==> src/rtl/gray_sched_pkg.sv <==
// gray_sched_pkg
// Shared definitions for the Gray conversion scheduler.
//   state_t  : scheduler FSM states (IDLE, GRANT, RESULT)
//   bin2gray : binary-to-Gray conversion; callers zero-extend their operand
//              to GRAY_MAX_W bits and truncate the result back to their own
//              width, which makes the one function usable for any word width
//              up to GRAY_MAX_W.
package gray_sched_pkg;

  typedef enum logic [1:0] {
    IDLE   = 2'd0,
    GRANT  = 2'd1,
    RESULT = 2'd2
  } state_t;

  localparam int GRAY_MAX_W = 32;

  // Zero-extension keeps the MSB rule intact: the bit above the operand's
  // MSB is 0, so g[msb] = b[msb] ^ 0 = b[msb].
  function automatic logic [GRAY_MAX_W-1:0] bin2gray(input logic [GRAY_MAX_W-1:0] b);
    return b ^ (b >> 1);
  endfunction

endpackage

==> src/rtl/rr_arbiter.sv <==
// rr_arbiter
// Combinational round-robin winner search.
// Ports:
//   req  [N_REQ-1:0] : request vector
//   ptr  [IDW-1:0]   : index searched first; search proceeds upward, wrapping
//   gnt  [N_REQ-1:0] : one-hot winner (all zero when no request)
//   idx  [IDW-1:0]   : index of the winner (0 when no request)
//   hit              : at least one request is asserted
module rr_arbiter #(
  parameter int N_REQ = 4,
  parameter int IDW   = $clog2(N_REQ)
) (
  input  logic [N_REQ-1:0] req,
  input  logic [IDW-1:0]   ptr,
  output logic [N_REQ-1:0] gnt,
  output logic [IDW-1:0]   idx,
  output logic             hit
);

  logic [IDW-1:0] cand;

  // Walk the N_REQ candidates starting at ptr; the first asserted request
  // wins and later ones are masked by hit.
  always_comb begin
    gnt  = '0;
    idx  = '0;
    hit  = 1'b0;
    cand = '0;
    for (int i = 0; i < N_REQ; i++) begin
      cand = IDW'((int'(ptr) + i) % N_REQ);
      if (!hit && req[cand]) begin
        hit       = 1'b1;
        gnt[cand] = 1'b1;
        idx       = cand;
      end
    end
  end

endmodule

==> src/rtl/gray_conv_scheduler.sv <==
// gray_conv_scheduler
// Arbitrates N_REQ requesters round-robin, converts the winner's binary
// operand to Gray code and presents it with a valid/ready handshake.
// Ports:
//   i_clk, i_rst      : clock, synchronous active-high reset
//   i_req [N_REQ]     : level-held requests, dropped once the grant is seen
//   i_binary          : packed operands, slice k belongs to requester k
//   o_gnt [N_REQ]     : one-hot grant, one cycle per accepted request
//   o_gray [WIDTH]    : registered Gray result
//   o_id              : index of the requester owning o_gray
//   o_valid, i_ready  : result handshake; transfer when both are high
//   o_busy            : high whenever the scheduler is not idle
module gray_conv_scheduler
  import gray_sched_pkg::*;
#(
  parameter int N_REQ = 4,
  parameter int WIDTH = 4
) (
  input  logic                     i_clk,
  input  logic                     i_rst,
  input  logic [N_REQ-1:0]         i_req,
  input  logic [N_REQ*WIDTH-1:0]   i_binary,
  output logic [N_REQ-1:0]         o_gnt,
  output logic [WIDTH-1:0]         o_gray,
  output logic [$clog2(N_REQ)-1:0] o_id,
  output logic                     o_valid,
  input  logic                     i_ready,
  output logic                     o_busy
);

  localparam int IDW = $clog2(N_REQ);

  state_t           state;
  logic [IDW-1:0]   ptr;
  logic [IDW-1:0]   lat_id;
  logic [WIDTH-1:0] lat_op;

  logic [N_REQ-1:0] win_gnt;
  logic [IDW-1:0]   win_idx;
  logic             win_hit;
  logic [WIDTH-1:0] win_op;

  rr_arbiter #(
    .N_REQ(N_REQ),
    .IDW  (IDW)
  ) u_arbiter (
    .req(i_req),
    .ptr(ptr),
    .gnt(win_gnt),
    .idx(win_idx),
    .hit(win_hit)
  );

  // Operand mux written with constant slice offsets so no wide computed
  // part-select index is needed.
  always_comb begin
    win_op = '0;
    for (int k = 0; k < N_REQ; k++) begin
      if (IDW'(k) == win_idx) begin
        win_op = i_binary[k*WIDTH +: WIDTH];
      end
    end
  end

  // The operand is captured at grant time, so whatever the requester does
  // with i_req/i_binary afterwards cannot disturb the conversion. Requests
  // seen outside IDLE are simply not looked at.
  always_ff @(posedge i_clk) begin
    if (i_rst) begin
      state   <= IDLE;
      ptr     <= '0;
      lat_id  <= '0;
      lat_op  <= '0;
      o_gnt   <= '0;
      o_gray  <= '0;
      o_id    <= '0;
      o_valid <= 1'b0;
    end else begin
      case (state)
        IDLE: begin
          if (win_hit) begin
            lat_id <= win_idx;
            lat_op <= win_op;
            o_gnt  <= win_gnt;
            state  <= GRANT;
          end
        end
        GRANT: begin
          o_gray  <= WIDTH'(bin2gray(GRAY_MAX_W'(lat_op)));
          o_id    <= lat_id;
          o_valid <= 1'b1;
          o_gnt   <= '0;
          state   <= RESULT;
        end
        RESULT: begin
          if (i_ready) begin
            o_valid <= 1'b0;
            ptr     <= IDW'((int'(o_id) + 1) % N_REQ);
            state   <= IDLE;
          end
        end
        default: begin
          o_gnt   <= '0;
          o_valid <= 1'b0;
          state   <= IDLE;
        end
      endcase
    end
  end

  assign o_busy = (state != IDLE);

endmodule
==> config.mk <==
export PLATFORM = sky130hd
export DESIGN_NAME = gray_conv_scheduler
export DESIGN_NICKNAME = d
export VERILOG_FILES = /design/src/rtl/gray_sched_pkg.sv /design/src/rtl/rr_arbiter.sv /design/src/rtl/gray_conv_scheduler.sv
export SDC_FILE = /design/constraint.sdc
export NUM_CORES = 1
export LEC_CHECK = 0
export CORE_MARGIN = 2
export CORE_UTILIZATION = 54
export CTS_BUF_LIST = sky130_fd_sc_hd__clkbuf_4 sky130_fd_sc_hd__clkbuf_8
export CTS_CLUSTER_SIZE = 40
export DETAILED_ROUTE_END_ITERATION = 16
export GPL_ROUTABILITY_DRIVEN = 0
export GPL_TIMING_DRIVEN = 0
export PLACE_DENSITY = 0.88
export SLEW_MARGIN = 30
export SYNTH_ARGS = -nofsm -noshare
export SYNTH_HDL_FRONTEND = slang
export SYNTH_SLANG_ARGS = --single-unit
==> constraint.sdc <==
create_clock -name i_clk -period 5.7 [get_ports i_clk]
set_clock_uncertainty 0.05 [all_clocks]
set_input_delay 0.57 -clock i_clk [delete_from_list [all_inputs] [get_ports i_clk]]
set_output_delay 0.57 -clock i_clk [all_outputs]
set_load 0.02 [all_outputs]
==> results.yml, run 1 <==
yosys:
  synth-async-reset-ratio_pct: 0
  yosysMostFrequentCell: "dfxtp_1"
  synth_area_leaders: "dfxtp_1 28%, mux2i_1 5.9%, mux4_2 5.9%"
  avgSynthCellArea_um2: 8.88
  synth_enable_flop_cells: 0
  netlist_area_mm2: 0.00152
  synth_top_area_share_pct: 27.7
  synthFlopType: "dfxtp_1"
  ys_warn_count: 0
  yosys.area.top_type: "dfxtp_1"
  synth_cell_types: 45
  synthCells: 171
  ys_ff_latch: 21
  syn_nets: 200
  ys_top_cells_by_count: "21 x dfxtp_1, 18 x nor2_1, 10 x nor3_1, 9 x mux2i_1"
  yosysSeqAreaShare_pct: 27.7
clock_tree:
  cts_resized: 0
  cts_hold_buffers: 0
  insertion_delay_ns: 0.30
  clockRootBuffer: "clkbuf_4"
  htree_levels: 1
  cts_buffers: 3
  clk_pin_slew_ns: 0.11
  cts_tree: "built"
  cts_setup_buffers: 0
  clock_path_buffers: 2
  cts_sinks: 21
timing:
  fin_crit_ns: 3.27
  whs_ns: 0.443
  worstMarginPinSlew_ns: 0.529
  drv_slew: 0
  rsz0062_at_grt: "no"
  setup_violations: 0
  finalHoldViolCount: 0
  min_period_over_period_pct: 57.4
  max_freq_ghz: 0.306
  slew_headroom_pct: 64.4
  fin_setup_tns_ns: 0
placement:
  place_inst: 235
  placedInstanceArea_mm2: 0.00189
  hpwl_mm: 2.84
  io_buffers: 33
critical_path:
  regToRegStartpoint: "ptr[0]$_SDFFE_PP0P_"
  worstSetupStartpointType: "flip-flop"
  crit_fanout: 10
  cp.required_ns: 5.81
  crit_type: "flip-flop to flip-flop"
  cp-end-kind: "flip-flop"
  r2r-end: "lat_op[1]$_SDFFE_PP0P_"
  reg2reg_depth: 10
  arrival_ns: 3.38
  rrSetupSlack_ns: 2.43
die:
  fp.dieW_um: 57.0
  pin_count: 35
  core_region_area_mm2: 0.00271
  rows: 19
  initial_core_util_pct: 56.0
  die_area_mm2: 0.00325
  die_h_um: 57.0
drt:
  routedWlPerCell_um: 15.0
  drc: 0
  viasPerCell: 6.15
  first_pass_iters: 4
  num_vias: 1471
  ant_nets: 0
  drt-initial-drc-count: 43
  finalWirelength_mm: 3.58
power:
  switching_share_pct: 35.8
  p_comb_share_pct: 43.1
  p_int_uw: 284
  ir_drop_mv: 0.264
  power.density_mw_per_mm2: 231
  p_sw_uw: 158
  p_seq_share_pct: 41.0
  p_leak_nw: 0.695
  clockPowerShare_pct: 15.9
cells_and_area:
  final_cell_area_mm2: 0.00191
  layout-drive-gt1-share_pct: 12.0
  stdcell_count: 239
  num_antenna_cells: 0
  fill_cells: 226
  postLayoutCoreUtil_pct: 70.6
  area_growth_pct: 26.1
  nets: 238
global_routing:
  grt_pass1_vias: 1469
  grt_first_pass_wirelength_mm: 6.19
  antenna_found_initial: 0
  track_usage_pct: 23.7
  grt_max_degree: 13
  grt.overflow.total: 0
hold_path:
  min_to: "o_gnt[0]$_SDFFE_PP0P_"
  hp-start: "o_gnt[0]$_SDFFE_PP0P_"
  hold_depth: 1
  worstHoldPathType: "flip-flop to flip-flop"
run:
  drv_cap: 0
status:
  status: "finished clean"
==> state kept, by name (all words and copies together), names as in the netlist <==
register	cells
lat_id	2
lat_op	4
o_gnt	4
o_gray	4
o_id	2
o_valid	1
ptr	2
state	2
==> cell type report <==
| cell class | instances | area, um2 | area share (%) |
|---|---|---|---|
| Sequential cell | 21 | 420 | 22.0 |
| Clock inverter | 1 | 5.00 | 0.261 |
| Buffer | 11 | 63.8 | 3.33 |
| Inverter | 4 | 15.0 | 0.784 |
| Timing Repair Buffer | 33 | 330 | 17.3 |
| Clock buffer | 3 | 22.5 | 1.18 |
| Multi-Input combinational cell | 135 | 1020 | 53.2 |
| Tap cell | 31 | 38.8 | 2.03 |
==> cells in the final DEF (no fill, tap or decap), types with 2 or more instances in the layout <==
cell              n
dfxtp_1          21
nand2_1           7
o211ai_1          5
o21ai_0           8
nor2_2            2
clkbuf_4          3
nor2_1           18
o21bai_1          4
nor4_1            3
mux2i_1           9
mux4_2            4
a221oi_1          4
mux2_2            5
ha_1              6
a21oi_1           8
a211oi_1          5
inv_1             3
clkbuf_1          7
nand2b_1          2
a22o_1            4
buf_6             3
clkdlybuf4s50_1  33
nor3_1           10
a22oi_1           8
xnor2_1           3
==> routing by layer <==
layer | vias to the layer above | global-route usage (%) | wire length, um
met1 | 688 | 28.5 | 1450
met5 | - | 0 | 0
met2 | 58 | 43.5 | 1900
met3 | 6 | 3.85 | 189
met4 | 0 | 6.64 | 40
li1 | 719 | - | -
==> per-stage QoR <==
step | power [mW] | setup slack, ns
CTS | 0.442 | 2.46
finish | 0.442 | 2.43
global placement | 0.364 | 2.58
global route | 0.471 | 2.17
detailed placement | 0.374 | 2.47
floorplan | 0.311 | 2.95
==> kinds of logic (layout without fill, tap and decap cells) <==
group / Yosys count / after routing / share of synthesized area, %
adder cells (fa/ha/maj): 6 / 6 / 4.95
multiplexers: 18 / 18 / 15.6
AO/OA/AOI/OAI: 55 / 55 / 26.1
XOR/XNOR: 4 / 4 / 2.31
buffers and inverters: 15 / 52 / 5.19
flip-flops: 21 / 21 / 27.7
AND/OR/NAND/NOR: 52 / 52 / 18.2
==> worst max-delay path, cell delays in order (launching register included) <==
cell      delay, ns
dfxtp_1        0.40
buf_6          0.16
clkinv_1       0.31
ha_1           0.42
clkbuf_1       0.30
mux4_2         0.38
or2_1          0.29
nand2_1        0.08
a32oi_1        0.15
nor3_1         0.43
a221oi_1       0.17
==> how the worst max path moves through the flow <==
| stage | endpoint | from |
|---|---|---|
| 6_report | lat_op[1]$_SDFFE_PP0P_ | ptr[0]$_SDFFE_PP0P_ |
| 5_1_grt | lat_op[1]$_SDFFE_PP0P_ | ptr[0]$_SDFFE_PP0P_ |
| 4_1_cts | lat_op[3]$_SDFFE_PP0P_ | ptr[0]$_SDFFE_PP0P_ |
| 3_5_place_dp | lat_op[3]$_SDFFE_PP0P_ | ptr[0]$_SDFFE_PP0P_ |
| 3_3_place_gp | lat_op[3]$_SDFFE_PP0P_ | ptr[0]$_SDFFE_PP0P_ |
| 2_1_floorplan | lat_op[2]$_SDFFE_PP0P_ | ptr[0]$_SDFFE_PP0P_ |
==> power by group through the flow <==
stage,logic (mW),registers [mW],clock network (mW)
after CTS,0.190,0.181,0.0710
after global placement,0.180,0.184,0
final,0.191,0.181,0.0701
after floorplan,0.120,0.192,0
after global routing,0.209,0.184,0.0780
after detailed placement,0.189,0.185,0
(Power assumes the default switching activity.)
==> run 2, diff against run 1 <==
--- a/config.mk
+++ b/config.mk
@@ -6,13 +6,13 @@
 export NUM_CORES = 1
 export LEC_CHECK = 0
 export CORE_MARGIN = 2
-export CORE_UTILIZATION = 54
+export CORE_UTILIZATION = 47
 export CTS_BUF_LIST = sky130_fd_sc_hd__clkbuf_4 sky130_fd_sc_hd__clkbuf_8
 export CTS_CLUSTER_SIZE = 40
 export DETAILED_ROUTE_END_ITERATION = 16
 export GPL_ROUTABILITY_DRIVEN = 0
 export GPL_TIMING_DRIVEN = 0
-export PLACE_DENSITY = 0.88
+export PLACE_DENSITY = 0.82
 export SLEW_MARGIN = 30
 export SYNTH_ARGS = -nofsm -noshare
 export SYNTH_HDL_FRONTEND = slang
==> constraint.sdc (replaced) <==
create_clock -name i_clk -period 3 [get_ports i_clk]
set_clock_uncertainty 0.05 [all_clocks]
set_input_delay 0.3 -clock i_clk [delete_from_list [all_inputs] [get_ports i_clk]]
set_output_delay 0.3 -clock i_clk [all_outputs]
set_load 0.02 [all_outputs]
==> results.yml, run 2 (synthesis results as in run 1) <==
status:
  status: "finished clean"
timing:
  rsz0062_at_grt: "no"
  whs_ns: 0.361
  slew_headroom_pct: 62.5
  drv_slew: 0
  worstMarginPinSlew_ns: 0.558
  min_period_over_period_pct: 92.0
  fin_ws_ns: 0.241
  max_freq_ghz: 0.362
  setup_violations: 0
  fin_crit_ns: 2.76
  finalHoldViolCount: 0
global_routing:
  grt_pass1_vias: 1447
  grt_max_degree: 12
  grt.overflow.total: 0
  track_usage_pct: 21.8
  grt_first_pass_wirelength_mm: 6.05
  antenna_found_initial: 0
clock_tree:
  insertion_delay_ns: 0.31
  clk_pin_slew_ns: 0.11
  clock_path_buffers: 2
  cts_hold_buffers: 0
  clockRootBuffer: "clkbuf_4"
  cts_setup_buffers: 0
  cts_sinks: 21
  cts_buffers: 3
  htree_levels: 1
  cts_tree: "built"
placement:
  hpwl_mm: 2.91
  io_buffers: 33
  dp_slack_ns: -0.276
cells_and_area:
  layout-drive-gt1-share_pct: 13.5
  final_cell_mix: "33 x clkdlybuf4s50_1, 21 x dfxtp_1, 18 x nor2_1"
  largestRegisters: "lat_op x4, o_gnt x4, o_gray x4"
  num_antenna_cells: 0
  layout_commonest_cell: "clkdlybuf4s50_1"
  area_growth_pct: 28.4
  nets: 237
die:
  core_region_area_mm2: 0.00305
  pin_count: 35
  die_area_mm2: 0.00370
  initial_core_util_pct: 49.7
  rows: 20
  fp.dieW_um: 60.8
  die_h_um: 60.8
drt:
  finalWirelength_mm: 3.83
  ant_nets: 0
  viasPerCell: 5.96
  num_vias: 1495
  drc: 0
  routedWlPerCell_um: 15.2
  drt-initial-drc-count: 109
  first_pass_iters: 4
critical_path:
  arrival_ns: 2.93
  crit_type: "flip-flop to flip-flop"
  cp.required_ns: 3.17
  worstSetupStartpointType: "flip-flop"
  cp-end-kind: "flip-flop"
  crit_fanout: 10
power:
  p_leak_nw: 0.698
  power.density_mw_per_mm2: 443
  ir_drop_mv: 0.291
hold_path:
  worstHoldPathType: "input pin to flip-flop"
run:
  drv_cap: 0
==> run 2: path summary, 6_finish.rpt <==
path / start / slack, ns / endpoint / depth (start not counted)
max: ptr[0]$_SDFFE_PP0P_ / 0.24 / lat_op[2]$_SDFFE_PP0P_ / 10
min: i_rst / 0.36 / ptr[1]$_SDFFE_PP0P_ / 2
max reg2reg: ptr[0]$_SDFFE_PP0P_ / 0.24 / lat_op[2]$_SDFFE_PP0P_ / 10
min reg2reg: o_gnt[2]$_SDFFE_PP0P_ / 0.45 / o_gnt[2]$_SDFFE_PP0P_ / 1
==> run 2: per-layer routing <==
metal  vias up  global-route usage (%)  wire (um)  part of all wire [%]
li1        716                       -          -                     -
met1       706                    25.1       1550                    40
met2        66                    39.2       1980                    52
met3         7                    4.90        257                   6.7
met4         0                    8.07         41                   1.1
met5         -                       0          0                     0
==> run 2: area by class of cell <==
type	count	area [um2]
plain buffers	10	60.1
clock buffers	4	30.0
fillers	272	1100
inverters	4	16.3
multi-input cells	135	1040
flip-flops and latches	21	420
well taps	44	55.1
repair buffers	33	330
==> run 2: power breakdown <==
| part | switching (mW) | internal, mW | total (mW) |
|---|---|---|---|
| registers | 0.0303 | 0.315 | 0.345 |
| clock network | 0.0861 | 0.0611 | 0.147 |
| logic | 0.193 | 0.178 | 0.371 |
| total | 0.309 | 0.554 | 0.864 |
==> run 2: metrics by stage <==
stage	power (mW)	cells	TNS [ns]	instance area (um2)	util [%]
4_1_cts	0.859	251	0	1940	63.4
5_1_grt	0.916	251	0	1950	63.8
3_3_place_gp	0.694	248	-0.447	1900	62.3
2_1_floorplan	0.591	171	0	1520	-
3_5_place_dp	0.712	248	-1.18	1900	62.3
6_report	0.864	251	0	1950	63.8
==> run 2: critical path, cell delays in order, from the launching register on <==
cell,delay [ns]
dfxtp_1,0.40
buf_6,0.16
clkinv_2,0.20
ha_4,0.39
mux4_2,0.31
buf_6,0.16
nor2_1,0.13
nand2_1,0.06
a32oi_1,0.35
nor3_2,0.13
a221oi_1,0.32
==> run 2: timing repair <==
item | 4_1_cts | 5_1_grt
pin swaps | 0 | 0
setup endpoints to repair | 8 | 8
resized for setup | 2 | 2
==> run 3, diff against run 2 <==
--- a/config.mk
+++ b/config.mk
@@ -8,7 +8,6 @@
 export CORE_MARGIN = 2
 export CORE_UTILIZATION = 47
 export CTS_BUF_LIST = sky130_fd_sc_hd__clkbuf_4 sky130_fd_sc_hd__clkbuf_8
-export CTS_CLUSTER_SIZE = 40
 export DETAILED_ROUTE_END_ITERATION = 16
 export GPL_ROUTABILITY_DRIVEN = 0
 export GPL_TIMING_DRIVEN = 0
==> results of run 3 <==
The final DEF is identical to that of run 2; final timing and power are the same.
